--- src/rtl/pattern_feeder.sv ---
// pattern_feeder: walks a character buffer through the pattern matcher,
// one reset/x/rdy/y handshake per character, reporting match positions.
module pattern_feeder #(
    parameter int DEPTH   = 13,
    parameter int ADDR_W  = 4,
    parameter int HOLD    = 2,
    parameter int TIMEOUT = 64
) (
    input  logic              clk,
    input  logic              reset,
    input  logic              wr_en,
    input  logic [ADDR_W-1:0] wr_addr,
    input  logic [7:0]        wr_data,
    input  logic              start,
    input  logic [ADDR_W:0]   len,
    output logic              busy,
    output logic              done,
    output logic              pm_reset,
    output logic [7:0]        pm_x,
    input  logic              pm_rdy,
    input  logic              pm_y,
    output logic              match_valid,
    output logic [ADDR_W-1:0] match_pos,
    input  logic              match_ready,
    output logic [ADDR_W:0]   match_count,
    output logic              timeout_err
);

    localparam int HW = (HOLD > 1) ? $clog2(HOLD) : 1;
    localparam int TW = (TIMEOUT > 1) ? $clog2(TIMEOUT) : 1;
    localparam logic [ADDR_W:0] DEPTH_C = (ADDR_W+1)'(DEPTH);
    localparam logic [ADDR_W:0] CNT_MAX = '1;

    typedef enum logic [2:0] {
        S_IDLE,
        S_LOAD,
        S_WAIT,
        S_REPORT,
        S_DONE
    } state_e;

    state_e            state_q, state_d;
    logic [ADDR_W-1:0] idx_q, idx_d;
    logic [ADDR_W:0]   len_q, len_d;
    logic [HW-1:0]     hold_q, hold_d;
    logic [TW-1:0]     wait_q, wait_d;
    logic [ADDR_W:0]   cnt_q, cnt_d;
    logic              terr_q, terr_d;
    logic [7:0]        x_q, x_d;
    logic [7:0]        mem_q [DEPTH];

    logic [ADDR_W:0]   len_clamp;
    logic [ADDR_W-1:0] idx_nx;
    logic              last;
    logic              adv;

    assign len_clamp = (len > DEPTH_C) ? DEPTH_C : len;
    assign idx_nx    = idx_q + 1'b1;
    assign last      = ({1'b0, idx_q} == (len_q - 1'b1));

    assign busy        = (state_q == S_LOAD) || (state_q == S_WAIT)
                      || (state_q == S_REPORT);
    assign done        = (state_q == S_DONE);
    assign pm_reset    = (state_q != S_WAIT);
    assign pm_x        = x_q;
    assign match_valid = (state_q == S_REPORT);
    assign match_pos   = match_valid ? idx_q : '0;
    assign match_count = cnt_q;
    assign timeout_err = terr_q;

    // Buffer write port; frozen while a scan is in flight, not reset.
    always_ff @(posedge clk) begin
        if (wr_en && !busy && ({1'b0, wr_addr} < DEPTH_C)) begin
            mem_q[wr_addr] <= wr_data;
        end
    end

    // Scan sequencing: per-character load/hold, wait for rdy, report.
    always_comb begin
        state_d = state_q;
        idx_d   = idx_q;
        len_d   = len_q;
        hold_d  = hold_q;
        wait_d  = wait_q;
        cnt_d   = cnt_q;
        terr_d  = terr_q;
        x_d     = x_q;
        adv     = 1'b0;
        unique case (state_q)
            S_IDLE: begin
                if (start) begin
                    len_d = len_clamp;
                    idx_d = '0;
                    if (len_clamp == '0) begin
                        state_d = S_DONE;
                    end else begin
                        cnt_d   = '0;
                        terr_d  = 1'b0;
                        hold_d  = '0;
                        x_d     = mem_q[0];
                        state_d = S_LOAD;
                    end
                end
            end
            S_LOAD: begin
                if (hold_q == HW'(HOLD - 1)) begin
                    wait_d  = '0;
                    state_d = S_WAIT;
                end else begin
                    hold_d = hold_q + 1'b1;
                end
            end
            S_WAIT: begin
                if (pm_rdy) begin
                    if (pm_y) state_d = S_REPORT;
                    else      adv     = 1'b1;
                end else if (wait_q == TW'(TIMEOUT - 1)) begin
                    terr_d = 1'b1;
                    adv    = 1'b1;
                end else begin
                    wait_d = wait_q + 1'b1;
                end
            end
            S_REPORT: begin
                if (match_ready) begin
                    if (cnt_q != CNT_MAX) cnt_d = cnt_q + 1'b1;
                    adv = 1'b1;
                end
            end
            S_DONE: begin
                state_d = S_IDLE;
            end
            default: begin
                state_d = S_IDLE;
            end
        endcase
        if (adv) begin
            if (last) begin
                state_d = S_DONE;
            end else begin
                idx_d   = idx_nx;
                x_d     = mem_q[idx_nx];
                hold_d  = '0;
                state_d = S_LOAD;
            end
        end
    end

    // State and datapath registers with synchronous active-low reset.
    always_ff @(posedge clk) begin
        if (!reset) begin
            state_q <= S_IDLE;
            idx_q   <= '0;
            len_q   <= '0;
            hold_q  <= '0;
            wait_q  <= '0;
            cnt_q   <= '0;
            terr_q  <= 1'b0;
            x_q     <= '0;
        end else begin
            state_q <= state_d;
            idx_q   <= idx_d;
            len_q   <= len_d;
            hold_q  <= hold_d;
            wait_q  <= wait_d;
            cnt_q   <= cnt_d;
            terr_q  <= terr_d;
            x_q     <= x_d;
        end
    end

endmodule

--- config.mk ---
export PLATFORM = sky130hd
export DESIGN_NAME = pattern_feeder
export DESIGN_NICKNAME = d
export VERILOG_FILES = /design/src/rtl/pattern_feeder.sv
export SDC_FILE = /design/constraint.sdc
export NUM_CORES = 1
export LEC_CHECK = 0
export CELL_PAD_IN_SITES_DETAIL_PLACEMENT = 0
export CELL_PAD_IN_SITES_GLOBAL_PLACEMENT = 1
export CORE_MARGIN = 2
export CORE_UTILIZATION = 47
export DETAILED_ROUTE_END_ITERATION = 8
export HOLD_SLACK_MARGIN = 0.15
export PLACE_DENSITY = 0.86
export SKIP_LAST_GASP = 1
export SLEW_MARGIN = 20
export SYNTH_ARGS = -nofsm -noshare
export SYNTH_HDL_FRONTEND = slang
export SYNTH_SLANG_ARGS = --single-unit
--- constraint.sdc ---
create_clock -name clk -period 3 [get_ports clk]
set_clock_uncertainty 0.15 [all_clocks]
set_input_delay 0.45 -clock clk [delete_from_list [all_inputs] [get_ports clk]]
set_output_delay 0.45 -clock clk [all_outputs]
set_load 0.01 [all_outputs]
# ---- After elaboration in Yosys (flattened, before gate mapping)
# Memory sizes are Yosys's and may differ from the RTL's.
# Index checks and enable logic that the tools add are counted.
dict set report word_totals {
  ram_bits 104
  out_inout_bits 22
  word_cells 98
  reg_bits 33
  mem_count 1
  inputBits 24
}
dict set report classes {
  n_lt_le_gt_ge 2
  reduce_logical 15
  add_sub_neg 5
  n_mux 46
  n_eq_ne 21
}
# memory depth width rd rd_clocked_by_memory_dff wr line
set memory_table {}
lappend memory_table {mem_q 13 8 2 0 1 50} ;# logic [7:0] mem_q [DEPTH];
# operator count
set ops {}
lappend ops {{8-bit 2-to-1 mux} 5}
lappend ops {{5-bit 2-to-1 mux} 5}
lappend ops {{3-bit 2-to-1 mux} 7}
lappend ops {{4-bit 2-to-1 mux} 5}
lappend ops {{6-bit 2-to-1 mux} 3}
lappend ops {{1-bit 2-to-1 mux} 15}
lappend ops {{5-bit AND reduction} 3}
lappend ops {{3-bit inequality test (second input constant)} 4}
lappend ops {{3-bit one-hot mux with 4 select lines} 1}
lappend ops {{6-bit one-hot mux with 2 select lines} 1}
lappend ops {{2-bit inequality test (second input constant)} 5}
lappend ops {{5-bit one-hot mux with 2 select lines} 1}
lappend ops {{2-bit by 1-bit inequality test with 1-bit output (second input constant)} 4}
lappend ops {{6-bit by 1-bit adder with 6-bit output (second input constant)} 1}
lappend ops {{3-bit by 2-bit equality test with 1-bit output (second input constant)} 2}
lappend ops {{6-bit equality test (second input constant)} 1}
lappend ops {{1-bit one-hot mux with 2 select lines} 3}
lappend ops {{2-bit nonzero test} 3}
lappend ops {{5-bit by 1-bit adder with 5-bit output (second input constant)} 1}
lappend ops {{4-bit by 5-bit equality test with 1-bit output} 1}
lappend ops {{5-bit by 4-bit greater-than comparator with 1-bit output (second input constant)} 1}
lappend ops {{5-bit zero test} 1}
lappend ops {{5-bit inequality test (second input constant)} 1}
lappend ops {{5-bit by 1-bit subtractor with 5-bit output (second input constant)} 1}
lappend ops {{12 further kinds} 14}

# ---- Depth between registers and ports, before layout
# Gate-level depths: netlist of run 1.
dict set report logic_depth {
  word_depth 8
  mapped_depth 8
  mapped_depth_nobuf 7
}

# ---- Worst setup path before layout of run 1
# OpenSTA, ideal clock, no wires.
dict set report synth_timing {
  kind {register -> register}
  startpoint {register idx_q[1]}
  endpoint {register x_q[2] (netlist: pm_x[2])}
  stages_incl_launch_ff 9
  setup_time_ps 134
  n_path_buf 3
  arrival_ps 2218
  slack_ps 498
  cell_sequence {dfxtp_1 -> ha_1 -> buf_2 -> buf_2 -> buf_2 -> mux4_2 -> mux4_2 -> nor3_1 -> a211oi_1}
}
dict set report synth_via {
  elab_chain_len 4
  word_cells_on_any_way 5
  cone_classes {1 x add/sub; 1 x eq/ne; 2 x mux; 1 x memory}
}
# item line
set synth_lines {}
lappend synth_lines {{start, declared} 43} ;# logic [ADDR_W-1:0] idx_q, idx_d;
lappend synth_lines {{start signal, assigned} 162} ;# idx_q <= idx_d;
lappend synth_lines {{4-bit by 1-bit adder with 4-bit output} 58} ;# assign idx_nx = idx_q + 1'b1;
lappend synth_lines {{memory read 13 x 8 bit} --}
lappend synth_lines {{8-bit 2-to-1 mux (*)} 138} ;# if (last) begin
lappend synth_lines {{8-bit 2-to-1 mux (*)} 137} ;# if (adv) begin
lappend synth_lines {{end signal, assigned} 159} ;# x_q <= '0;
lappend synth_lines {{end signal, assigned} 168} ;# x_q <= x_d;
lappend synth_lines {{end, declared} 49} ;# logic [7:0] x_q, x_d;
# Every way passes the cells marked *; elsewhere a longest branch is shown, timed or not.
# A chain may end at the register's enable or synchronous reset.

# ---- Worst setup path in the final report of run 1
dict set report layout_timing {
  startpoint {register state_q[1]}
  endpoint {output match_pos[3]}
}
dict set report layout_via {
  elab_chain_len 2
}
# item line
set layout_lines {}
lappend layout_lines {{start, declared} 42} ;# state_e state_q, state_d;
lappend layout_lines {{start signal, assigned} 161} ;# state_q <= state_d;
lappend layout_lines {{3-bit by 2-bit equality test with 1-bit output} 66} ;# assign match_valid = (state_q == S_REPORT);
lappend layout_lines {{4-bit 2-to-1 mux} 67} ;# assign match_pos = match_valid ? idx_q : '0;
lappend layout_lines {{end, declared} 23} ;# output logic [ADDR_W-1:0] match_pos,
# Every way passes these cells.

==> impl_metrics.sql, run 1 <==
INSERT INTO impl_metrics (metric_group, metric, value, unit) VALUES
('cells_and_area', 'final_net_count', '470', ''),
('global_routing', 'grt_start_max_net_pins', '30', ''),
('timing', 'rsz_0062_raised_after_global_routing', 'false', ''),
('cells_and_area', 'layout-area-overhead-vs-synth', '22.9', '%'),
('yosys', 'netlist.area_leader.share', '53.9', '%'),
('die', 'pin_count', '46', ''),
('timing', 'final.setup.tns', '0', 'ns'),
('clocking', 'worstSkewPairLatency', '0.42', 'ns'),
('die', 'effective_utilization_at_floorplan', '48.2', '%'),
('timing', 'max_slew_margin', '49.6', '%'),
('yosys', 'synth-adder-area-share', '1.08', '%'),
('critical_path', 'largest_driver_fanout_on_the_critical_path', '8', ''),
('yosys', 'postSynthAreaPerCell', '15.5', 'sq um'),
('clocking', 'numCtsBuffers', '17', ''),
('yosys', 'synthesis.yosys.warnings', '0', ''),
('yosys', 'number_of_standard_cells_after_synthesis', '373', ''),
('yosys', 'post_synth_main_area_contributors', 'sky130_fd_sc_hd__edfxtp_1, sky130_fd_sc_hd__mux4_2, sky130_fd_sc_hd__dfxtp_1, sky130_fd_sc_hd__xnor2_1, sky130_fd_sc_hd__nor2_1', ''),
('hold_path', 'hold_path_class', 'flip-flop to flip-flop', ''),
('critical_path', 'setup.worst_path.start_class', 'flip-flop', ''),
('status', 'outcome', 'completed', ''),
('run', 'cap_violations', '0', ''),
('critical_path', 'arrival', '2.13', 'ns'),
('die', 'floorplan.die.height', '115', 'um'),
('yosys', 'synth.ff_latch_count', '137', ''),
('placement', 'place.gp.congestion', '0.800', ''),
('timing', 'layout_worst_path_cycle_share', '91.1', '%'),
('global_routing', 'first_global_vias', '3636', ''),
('clocking', 'clock_path_buffers', '2', ''),
('detailed_routing', 'route.detailed.drc', '0', ''),
('clocking', 'clock_tree_from_tritoncts', 'built', ''),
('die', 'die-area', '13200', 'sq um'),
('cells_and_area', 'antenna_cells', '0', ''),
('pwr', 'ir_drop_worst_vdd', '0.000555', 'V'),
('cells_and_area', 'post_route_cells_drive_above_1_share', '21.6', '%'),
('yosys', 'muxShareOfSynthArea', '14.5', '%'),
('pwr', 'power.density', '716', 'nW/um^2'),
('yosys', 'synth_compound_area_share', '5.51', '%'),
('yosys', 'post_synth_instance_area', '5790', 'sq um'),
('yosys', 'synth.yosys.seq_area_share', '65.3', '%'),
('die', 'die_x', '115', 'um'),
('placement', 'detailedPlacementHpwl', '8070', 'um'),
('global_routing', 'grt_overflow_total', '0', ''),
('clocking', 'cts.reportedPaths.clkPinSlew', '0.06', 'ns'),
('detailed_routing', 'postRouteWirelength', '12100', 'um'),
('clocking', 'number_of_setup_buffers_added_after_cts', '0', ''),
('yosys', 'mappedNetlistNets', '402', ''),
('detailed_routing', 'remaining_antenna_violation_count_after_routing', '0', ''),
('die', 'fp.coreArea', '12000', 'sq um'),
('yosys', 'post_synth_most_frequent_cells', 'sky130_fd_sc_hd__edfxtp_1, sky130_fd_sc_hd__dfxtp_1, sky130_fd_sc_hd__mux4_2', ''),
('timing', 'slew_worst_pin', '0.749', 'ns'),
('detailed_routing', 'drt_first_iter_violations', '279', ''),
('placement', 'placed_cells_incl_taps', '569', ''),
('critical_path', 'path_class', 'flip-flop to output port', ''),
('clocking', 'clock-root-buffer', 'sky130_fd_sc_hd__clkbuf_16', ''),
('yosys', 'synth_ff_type', 'sky130_fd_sc_hd__edfxtp_1', ''),
('cells_and_area', 'n_fill_cell', '929', ''),
('timing', 'number_of_failing_setup_endpoints_in_the_final_timing_report', '0', ''),
('global_routing', 'grt_pass1_wl', '19600', 'um'),
('yosys', 'synth_area_leader_cell', 'sky130_fd_sc_hd__edfxtp_1', ''),
('yosys', 'synth_xor_xnor_area_share', '2.57', '%'),
('die', 'core.rowCount', '40', ''),
('yosys', 'number_of_enable_type_register_cells_in_the_synthesized_netlist', '104', ''),
('pwr', 'p_leak', '2.36', 'nW'),
('timing', 'max_freq', '366', 'MHz'),
('global_routing', 'grt_use_total', '20.2', '%'),
('detailed_routing', 'routedWlPerCell', '20.2', 'um'),
('placement', 'port_buffers', '45', ''),
('detailed_routing', 'drt-pass1-iter-count', '5', ''),
('clocking', 'clock_tree.htree_level_count', '4', ''),
('placement', 'placement.cell_area', '6530', 'sq um'),
('cells_and_area', 'postLayoutCellArea', '7110', 'sq um');
[layout by cell type (no fill, tap or decap), types with 5 or more instances in the layout]
cell type / instances
sky130_fd_sc_hd__buf_4: 20
sky130_fd_sc_hd__nor2_1: 31
sky130_fd_sc_hd__nand2b_1: 5
sky130_fd_sc_hd__clkdlybuf4s50_1: 45
sky130_fd_sc_hd__o21ai_0: 5
sky130_fd_sc_hd__xnor2_1: 14
sky130_fd_sc_hd__inv_1: 6
sky130_fd_sc_hd__a21oi_1: 6
sky130_fd_sc_hd__ha_1: 5
sky130_fd_sc_hd__a211oi_1: 11
sky130_fd_sc_hd__mux2i_1: 11
sky130_fd_sc_hd__edfxtp_1: 104
sky130_fd_sc_hd__nand3_1: 7
sky130_fd_sc_hd__dfxtp_1: 32
sky130_fd_sc_hd__clkbuf_16: 17
sky130_fd_sc_hd__nand2_1: 15
sky130_fd_sc_hd__nor3_1: 18
sky130_fd_sc_hd__mux4_2: 32
sky130_fd_sc_hd__and2_1: 6
[power breakdown]
part	total, mW	internal, mW	switching, mW
clock	2.02	1.22	0.803
sequential	2.24	2.15	0.0955
combinational	0.828	0.410	0.418
[critical path: stages, from the launching register on]
cell and delay [ns]:
sky130_fd_sc_hd__dfxtp_1 0.42, sky130_fd_sc_hd__buf_4 0.19, sky130_fd_sc_hd__inv_1 0.10, sky130_fd_sc_hd__nor3_2 0.30, sky130_fd_sc_hd__and2_1 0.18, sky130_fd_sc_hd__clkdlybuf4s50_1 0.53
[per-stage QoR]
step	worst slack, ns	utilization [%]
floorplan	0.498	-
global placement	0.439	54.4
detailed placement	0.449	54.4
CTS	0.00445	59.2
global route	0.0911	59.2
finish	0.267	59.2
[registers in the layout (all words and copies together) (netlist names)]
signal and flops:
hold_q 1, idx_q 4, len_q 5, match_count 5, mem_q 104, pm_x 8, state_q 3, timeout_err 1
wait_q 6
[per-layer routing]
layer | track usage [%] | vias up | part of all wire (%)
met3 | 5.17 | 14 | 4.8
met4 | 8.03 | 0 | 1.5
li1 | - | 1610 | -
met2 | 33.6 | 99 | 51
met1 | 25.7 | 1718 | 43
met5 | 0 | - | 0
[final timing paths]
check | from | endpoint | slack, ns | cells after the start
worst min register to register | len_q[1]$_SDFFE_PN0P_ | len_q[1]$_SDFFE_PN0P_ | 0.32 | 2
worst max register to register | idx_q[1]$_SDFF_PN0_ | pm_x[2]$_SDFF_PN0_ | 0.47 | 6
worst min-delay path | len_q[1]$_SDFFE_PN0P_ | len_q[1]$_SDFFE_PN0P_ | 0.32 | 2
worst max-delay path | state_q[1]$_SDFFE_PN0P_ | match_pos[3] | 0.27 | 5
[kinds of logic (layout without fill, tap and decap cells)]
logic type / Yosys count / in the layout
XOR/XNOR: 17 / 17
multiplexers: 44 / 44
buffers and inverters: 23 / 103
adder cells (fa/ha/maj): 5 / 5
flip-flops: 137 / 137
AND/OR/NAND/NOR: 104 / 104
AO/OA/AOI/OAI: 43 / 43
[cell type report]
cell class | instances | area (sq um) | share of cell area (%)
Sequential cell | 137 | 3780 | 53.2
Clock buffer | 17 | 425 | 5.98
Tap cell | 147 | 184 | 2.59
Multi-Input combinational cell | 213 | 1930 | 27.1
Inverter | 6 | 22.5 | 0.317
Clock inverter | 14 | 149 | 2.09
Timing Repair Buffer | 66 | 621 | 8.72
[what timing repair did]
| action | CTS | global route |
|---|---|---|
| endpoints found under the setup margin | 0 | 5 |
| hold buffers | 0 | 0 |
| gates resized for setup | 0 | 2 |
(Power assumes the default switching activity.)
==> inputs of run 2 (changes only) <==
--- a/config.mk
+++ b/config.mk
@@ -8,10 +8,10 @@
 export CELL_PAD_IN_SITES_DETAIL_PLACEMENT = 0
 export CELL_PAD_IN_SITES_GLOBAL_PLACEMENT = 1
 export CORE_MARGIN = 2
-export CORE_UTILIZATION = 47
+export CORE_UTILIZATION = 40
 export DETAILED_ROUTE_END_ITERATION = 8
 export HOLD_SLACK_MARGIN = 0.15
-export PLACE_DENSITY = 0.86
+export PLACE_DENSITY = 0.76
 export SKIP_LAST_GASP = 1
 export SLEW_MARGIN = 20
 export SYNTH_ARGS = -nofsm -noshare
==> impl_metrics.sql, run 2 (synthesis results as in run 1) <==
INSERT INTO impl_metrics (metric_group, metric, value, unit) VALUES
('status', 'outcome', 'completed', ''),
('timing', 'hold_viol', '0', ''),
('critical_path', 'timing.reg2reg.worst_path_depth', '5', ''),
('timing', 'layout_worst_path_cycle_share', '94.2', '%'),
('hold_path', 'hold_path_class', 'flip-flop to flip-flop', ''),
('clocking', 'worstSkewPairLatency', '0.41', 'ns'),
('run', 'cap_violations', '0', ''),
('detailed_routing', 'drt-pass1-iter-count', '4', ''),
('clocking', 'clock_tree.htree_level_count', '4', ''),
('pwr', 'ir_drop_worst_vdd', '0.000533', 'V'),
('timing', 'max_slew_margin', '53.0', '%'),
('critical_path', 'critPathMaxStageDelay', '0.54', 'ns'),
('hold_path', 'min_delay_path_depth', '2', ''),
('critical_path', 'cp_slowest_cell', 'sky130_fd_sc_hd__clkdlybuf4s50_1', ''),
('critical_path', 'timing.critical_path.max_delay_family', 'buffers and inverters', ''),
('die', 'die_x', '124', 'um'),
('critical_path', 'crit-reg2reg-launch', 'state_q[1]$_SDFFE_PN0P_', ''),
('clocking', 'numCtsBuffers', '17', ''),
('critical_path', 'largest_driver_fanout_on_the_critical_path', '7', ''),
('timing', 'final.setup.tns', '0', 'ns'),
('critical_path', 'rrSetupSlack', '0.53', 'ns'),
('timing', 'number_of_failing_setup_endpoints_in_the_final_timing_report', '0', ''),
('hold_path', 'min-delay-start', 'timeout_err$_SDFFE_PN0P_', ''),
('cells_and_area', 'utilization', '51.1', '%'),
('critical_path', 'setup.worst_path.start_class', 'flip-flop', ''),
('cells_and_area', 'regMostFlops', 'mem_q', ''),
('timing', 'max_freq', '354', 'MHz'),
('detailed_routing', 'vias', '3400', ''),
('cells_and_area', 'number_of_flip_flops_under_the_largest_register_name', '104', ''),
('cells_and_area', 'layout-area-overhead-vs-synth', '23.5', '%'),
('placement', 'detailedPlacementHpwl', '7970', 'um'),
('cells_and_area', 'mostFrequentLayoutCells', 'sky130_fd_sc_hd__edfxtp_1, sky130_fd_sc_hd__clkdlybuf4s50_1, sky130_fd_sc_hd__dfxtp_1, sky130_fd_sc_hd__mux4_2, sky130_fd_sc_hd__nor2_1', ''),
('die', 'fp.coreArea', '14000', 'sq um'),
('die', 'core.rowCount', '43', ''),
('placement', 'place.gp.congestion', '0.757', ''),
('global_routing', 'first_global_vias', '3465', ''),
('clocking', 'clock_tree_from_tritoncts', 'built', ''),
('global_routing', 'grt_use_total', '16.5', '%'),
('timing', 'min_period', '2.83', 'ns'),
('clocking', 'cts_sinks', '137', ''),
('timing', 'rsz_0062_raised_after_global_routing', 'false', ''),
('placement', 'placement.cell_area', '6600', 'sq um'),
('detailed_routing', 'remaining_antenna_violation_count_after_routing', '0', ''),
('global_routing', 'grt_pass1_wl', '19500', 'um'),
('detailed_routing', 'postRouteWirelength', '11900', 'um'),
('global_routing', 'grt_antenna_before_repair', '0', ''),
('cells_and_area', 'final_net_count', '473', ''),
('hold_path', 'whs_endpoint', 'timeout_err$_SDFFE_PN0P_', ''),
('die', 'floorplan.die.height', '124', 'um'),
('cells_and_area', 'post_route_cells_drive_above_1_share', '21.9', '%'),
('clocking', 'clock_path_buffers', '2', ''),
('detailed_routing', 'drt_first_iter_violations', '212', ''),
('detailed_routing', 'route.detailed.drc', '0', ''),
('critical_path', 'worstPathCellList', 'buf_4 -> inv_1 -> nor3_2 -> and2_1 -> clkdlybuf4s50_1', ''),
('die', 'pin_count', '46', ''),
('detailed_routing', 'post_drt_via_cell_ratio', '5.35', ''),
('clocking', 'clock-root-buffer', 'sky130_fd_sc_hd__clkbuf_16', ''),
('critical_path', 'arrival', '2.23', 'ns'),
('detailed_routing', 'routedWlPerCell', '18.7', 'um'),
('critical_path', 'path_class', 'flip-flop to output port', ''),
('die', 'die-area', '15500', 'sq um'),
('timing', 'slew_worst_pin', '0.700', 'ns'),
('critical_path', 'worst_ep_required', '2.40', 'ns'),
('critical_path', 'end_kind', 'output port', ''),
('cells_and_area', 'antenna_cells', '0', ''),
('global_routing', 'grt_overflow_total', '0', ''),
('placement', 'port_buffers', '45', ''),
('pwr', 'power.density', '700', 'nW/um^2'),
('clocking', 'number_of_setup_buffers_added_after_cts', '0', ''),
('critical_path', 'path_buf_inv', '3', ''),
('timing', 'slew_violations', '0', ''),
('pwr', 'p_leak', '2.36', 'nW'),
('die', 'effective_utilization_at_floorplan', '41.4', '%'),
('clocking', 'cts.reportedPaths.clkPinSlew', '0.06', 'ns'),
('cells_and_area', 'layout.cells.most_common', 'sky130_fd_sc_hd__edfxtp_1', ''),
('cells_and_area', 'postLayoutCellArea', '7150', 'sq um'),
('critical_path', 'reg2reg_to', 'idx_q[2]$_SDFF_PN0_', ''),
('global_routing', 'grt_start_max_net_pins', '30', '');
run 2: cell count changes in the layout (fill, tap and decap cells not counted):
cell	previous run	this run
sky130_fd_sc_hd__buf_4	20	23
sky130_fd_sc_hd__clkinv_4	3	1
sky130_fd_sc_hd__inv_6	3	5
sky130_fd_sc_hd__bufinv_16	2	1
sky130_fd_sc_hd__clkbuf_1	0	1
sky130_fd_sc_hd__clkinv_1	1	0
sky130_fd_sc_hd__clkinv_2	2	3
sky130_fd_sc_hd__dfxtp_1	32	33
sky130_fd_sc_hd__dfxtp_2	1	0
run 2: repair_timing:
| item | 4_1_cts | 5_1_grt |
|---|---|---|
| hold buffers | 0 | 0 |
| endpoints found under the setup margin | 1 | 0 |
| gates resized for setup | 1 | 0 |
run 2: how the worst max path moves through the flow:
stage | endpoint | cells past startpoint | start | slack [ns]
after global placement | match_pos[1] | 5 | state_q[1]$_SDFFE_PN0P_ | 0.44
after detailed placement | idx_q[2]$_SDFF_PN0_ | 5 | pm_rdy | 0.44
after global routing | match_pos[3] | 5 | state_q[1]$_SDFFE_PN0P_ | 0.05
final | match_pos[0] | 5 | state_q[1]$_SDFFE_PN0P_ | 0.17
after CTS | match_pos[0] | 5 | state_q[1]$_SDFFE_PN0P_ | 0.17
after floorplan | pm_x[2]$_SDFF_PN0_ | 8 | idx_q[1]$_SDFF_PN0_ | 0.50
run 2: worst reg2reg max path, delay by kind of cell (launching register included):
family          cells  cell delay [ns]
simple gates        3             1.29
compound gates      2             0.48
flops               1             0.44
run 2: metal layers:
| layer | vias to the layer above | GRT usage (%) | part of all wire, % |
|---|---|---|---|
| met5 | - | 0 | 0 |
| met4 | 0 | 5.16 | 0.96 |
| met3 | 10 | 4.77 | 3.4 |
| met2 | 73 | 26.3 | 49 |
| met1 | 1708 | 22.0 | 47 |
| li1 | 1609 | - | - |
run 2: stage by stage:
stage	std cells	setup WS, ns	hold slack [ns]	total power, mW
6_report	636	0.173	0.333	5.01
5_1_grt	636	0.0548	0.369	5.22
4_1_cts	636	0.172	0.332	5.06
3_5_place_dp	605	0.437	0.315	3.11
3_3_place_gp	605	0.442	0.306	3.09
2_1_floorplan	373	0.498	0.296	2.77
run 2: power breakdown:
group | switching [mW] | leakage [nW] | internal [mW]
combinational | 0.434 | 0.891 | 0.413
sequential | 0.0823 | 1.21 | 2.14
clock | 0.792 | 0.264 | 1.14
run 2: final cells by class:
class / count / area [sq um]
Clock buffer: 18 / 429
Inverter: 6 / 22.5
Tap cell: 180 / 225
Timing Repair Buffer: 69 / 643
Sequential cell: 137 / 3780
Multi-Input combinational cell: 213 / 1930
Clock inverter: 13 / 120
Fill cell: 1184 / 6840
==> inputs of run 3 (changes only) <==
==> constraint.sdc (replaced) <==
create_clock -name clk -period 3.6 [get_ports clk]
set_clock_uncertainty 0.15 [all_clocks]
set_input_delay 0.54 -clock clk [delete_from_list [all_inputs] [get_ports clk]]
set_output_delay 0.54 -clock clk [all_outputs]
set_load 0.01 [all_outputs]
==> impl_metrics.sql, run 3 (synthesis results as in run 1) <==
INSERT INTO impl_metrics (metric_group, metric, value, unit) VALUES
('global_routing', 'first_global_vias', '3531', ''),
('clocking', 'cts.reportedPaths.clkPinSlew', '0.06', 'ns'),
('clocking', 'numCtsBuffers', '17', ''),
('clocking', 'worstSkewPairLatency', '0.43', 'ns'),
('detailed_routing', 'vias', '3377', ''),
('detailed_routing', 'routedWlPerCell', '19.5', 'um'),
('die', 'core.rowCount', '43', ''),
('timing', 'hold_viol', '0', ''),
('cells_and_area', 'final_net_count', '462', ''),
('cells_and_area', 'layout.cells.most_common', 'sky130_fd_sc_hd__edfxtp_1', ''),
('die', 'pin_count', '46', ''),
('cells_and_area', 'post_route_cells_drive_above_1_share', '19.5', '%'),
('detailed_routing', 'drt-pass1-iter-count', '4', ''),
('cells_and_area', 'finish.cell_count_without_fillers', '626', ''),
('critical_path', 'crit_start', 'state_q[1]$_SDFFE_PN0P_', ''),
('global_routing', 'grt_antenna_before_repair', '0', ''),
('placement', 'place.gp.congestion', '0.759', ''),
('hold_path', 'min-delay-start', 'len_q[1]$_SDFFE_PN0P_', ''),
('cells_and_area', 'mostFrequentLayoutCells', 'sky130_fd_sc_hd__edfxtp_1, sky130_fd_sc_hd__clkdlybuf4s50_1, sky130_fd_sc_hd__dfxtp_1, sky130_fd_sc_hd__mux4_2, sky130_fd_sc_hd__nor2_1', ''),
('clocking', 'post_cts_resized', '0', ''),
('die', 'effective_utilization_at_floorplan', '41.4', '%'),
('detailed_routing', 'route.detailed.drc', '0', ''),
('run', 'cap_violations', '0', ''),
('timing', 'layout_worst_path_cycle_share', '85.5', '%'),
('critical_path', 'end_kind', 'output port', ''),
('global_routing', 'grt_start_max_net_pins', '30', ''),
('timing', 'slew_worst_pin', '0.896', 'ns'),
('clocking', 'holdBufCountCts', '0', ''),
('hold_path', 'hold_path_class', 'flip-flop to flip-flop', ''),
('pwr', 'p_leak', '2.30', 'nW'),
('critical_path', 'largest_driver_fanout_on_the_critical_path', '13', ''),
('detailed_routing', 'remaining_antenna_violation_count_after_routing', '0', ''),
('clocking', 'clock-root-buffer', 'sky130_fd_sc_hd__clkbuf_16', ''),
('timing', 'min_period', '3.08', 'ns'),
('clocking', 'clock_path_buffers', '2', ''),
('clocking', 'clock_tree_from_tritoncts', 'built', ''),
('timing', 'final.setup.tns', '0', 'ns'),
('placement', 'port_buffers', '45', ''),
('cells_and_area', 'number_of_flip_flops_under_the_largest_register_name', '104', ''),
('detailed_routing', 'drt_first_iter_violations', '229', ''),
('critical_path', 'crit-reg2reg-launch', 'state_q[1]$_SDFFE_PN0P_', ''),
('pwr', 'ir_drop_worst_vdd', '0.000488', 'V'),
('global_routing', 'grt_use_total', '16.8', '%'),
('cells_and_area', 'postLayoutCellArea', '7050', 'sq um'),
('pwr', 'power.density', '587', 'nW/um^2'),
('critical_path', 'rrSetupSlack', '0.86', 'ns'),
('critical_path', 'setup.worst_path.start_class', 'flip-flop', ''),
('timing', 'max_freq', '325', 'MHz'),
('cells_and_area', 'layout-area-overhead-vs-synth', '21.8', '%'),
('status', 'outcome', 'completed', ''),
('critical_path', 'worst_ep_required', '2.91', 'ns'),
('timing', 'slew_violations', '0', ''),
('detailed_routing', 'postRouteWirelength', '12200', 'um'),
('global_routing', 'grt_overflow_total', '0', ''),
('placement', 'detailedPlacementHpwl', '8280', 'um'),
('critical_path', 'arrival', '2.39', 'ns'),
('clocking', 'cts_sinks', '137', ''),
('cells_and_area', 'antenna_cells', '0', ''),
('global_routing', 'grt_pass1_wl', '19800', 'um'),
('die', 'die_x', '124', 'um'),
('detailed_routing', 'post_drt_via_cell_ratio', '5.39', ''),
('timing', 'number_of_failing_setup_endpoints_in_the_final_timing_report', '0', ''),
('die', 'die-area', '15500', 'sq um'),
('timing', 'worst_hold_margin', '0.325', 'ns'),
('timing', 'max_slew_margin', '40.1', '%'),
('clocking', 'clock_tree.htree_level_count', '4', ''),
('timing', 'rsz_0062_raised_after_global_routing', 'false', ''),
('die', 'floorplan.die.height', '124', 'um'),
('critical_path', 'path_class', 'flip-flop to output port', ''),
('die', 'fp.coreArea', '14000', 'sq um'),
('clocking', 'number_of_setup_buffers_added_after_cts', '0', ''),
('cells_and_area', 'regMostFlops', 'mem_q', ''),
('placement', 'placed_cells_incl_taps', '594', ''),
('placement', 'placement.cell_area', '6500', 'sq um');
[run 3: critical path: stages (launching register included)]
cell and delay, ns:
sky130_fd_sc_hd__dfxtp_1 0.58, sky130_fd_sc_hd__inv_1 0.19, sky130_fd_sc_hd__nor3_1 0.45, sky130_fd_sc_hd__and2_1 0.21, sky130_fd_sc_hd__clkdlybuf4s50_1 0.54
[run 3: per-stage QoR]
step	total power, mW	util, %	setup WS [ns]
CTS	4.18	50.4	0.516
detailed placement	2.56	46.5	0.794
finish	4.14	50.4	0.521
floorplan	2.31	-	1.10
global route	4.32	50.4	0.306
global placement	2.55	46.5	0.782
[run 3: area by class of cell]
| cell class | count | area [sq um] |
|---|---|---|
| Inverter | 6 | 22.5 |
| Tap cell | 180 | 225 |
| Timing Repair Buffer | 58 | 548 |
| Sequential cell | 137 | 3780 |
| Clock inverter | 14 | 120 |
| Fill cell | 1188 | 6940 |
| Clock buffer | 18 | 429 |
| Multi-Input combinational cell | 213 | 1920 |
[run 3: report_power, final]
group | switching (mW) | internal [mW] | total [mW]
Combinational | 0.335 | 0.322 | 0.657
Sequential | 0.0827 | 1.79 | 1.87
Clock | 0.666 | 0.950 | 1.62
[run 3: final timing paths]
check,end,cells after the start
hold reg to reg,len_q[1]$_SDFFE_PN0P_,2
setup reg to reg,idx_q[2]$_SDFF_PN0_,5
hold / removal,len_q[1]$_SDFFE_PN0P_,2
setup / recovery,match_pos[1],4
[run 3: routing by layer]
layer  vias to the layer above  part of all wire, %  GRT usage [%]
met5                         -                    0              0
met3                        15                  4.2           4.47
li1                       1587                    -              -
met1                      1707                   44           21.3
met2                        68                   50           27.7
met4                         0                  1.6           6.74
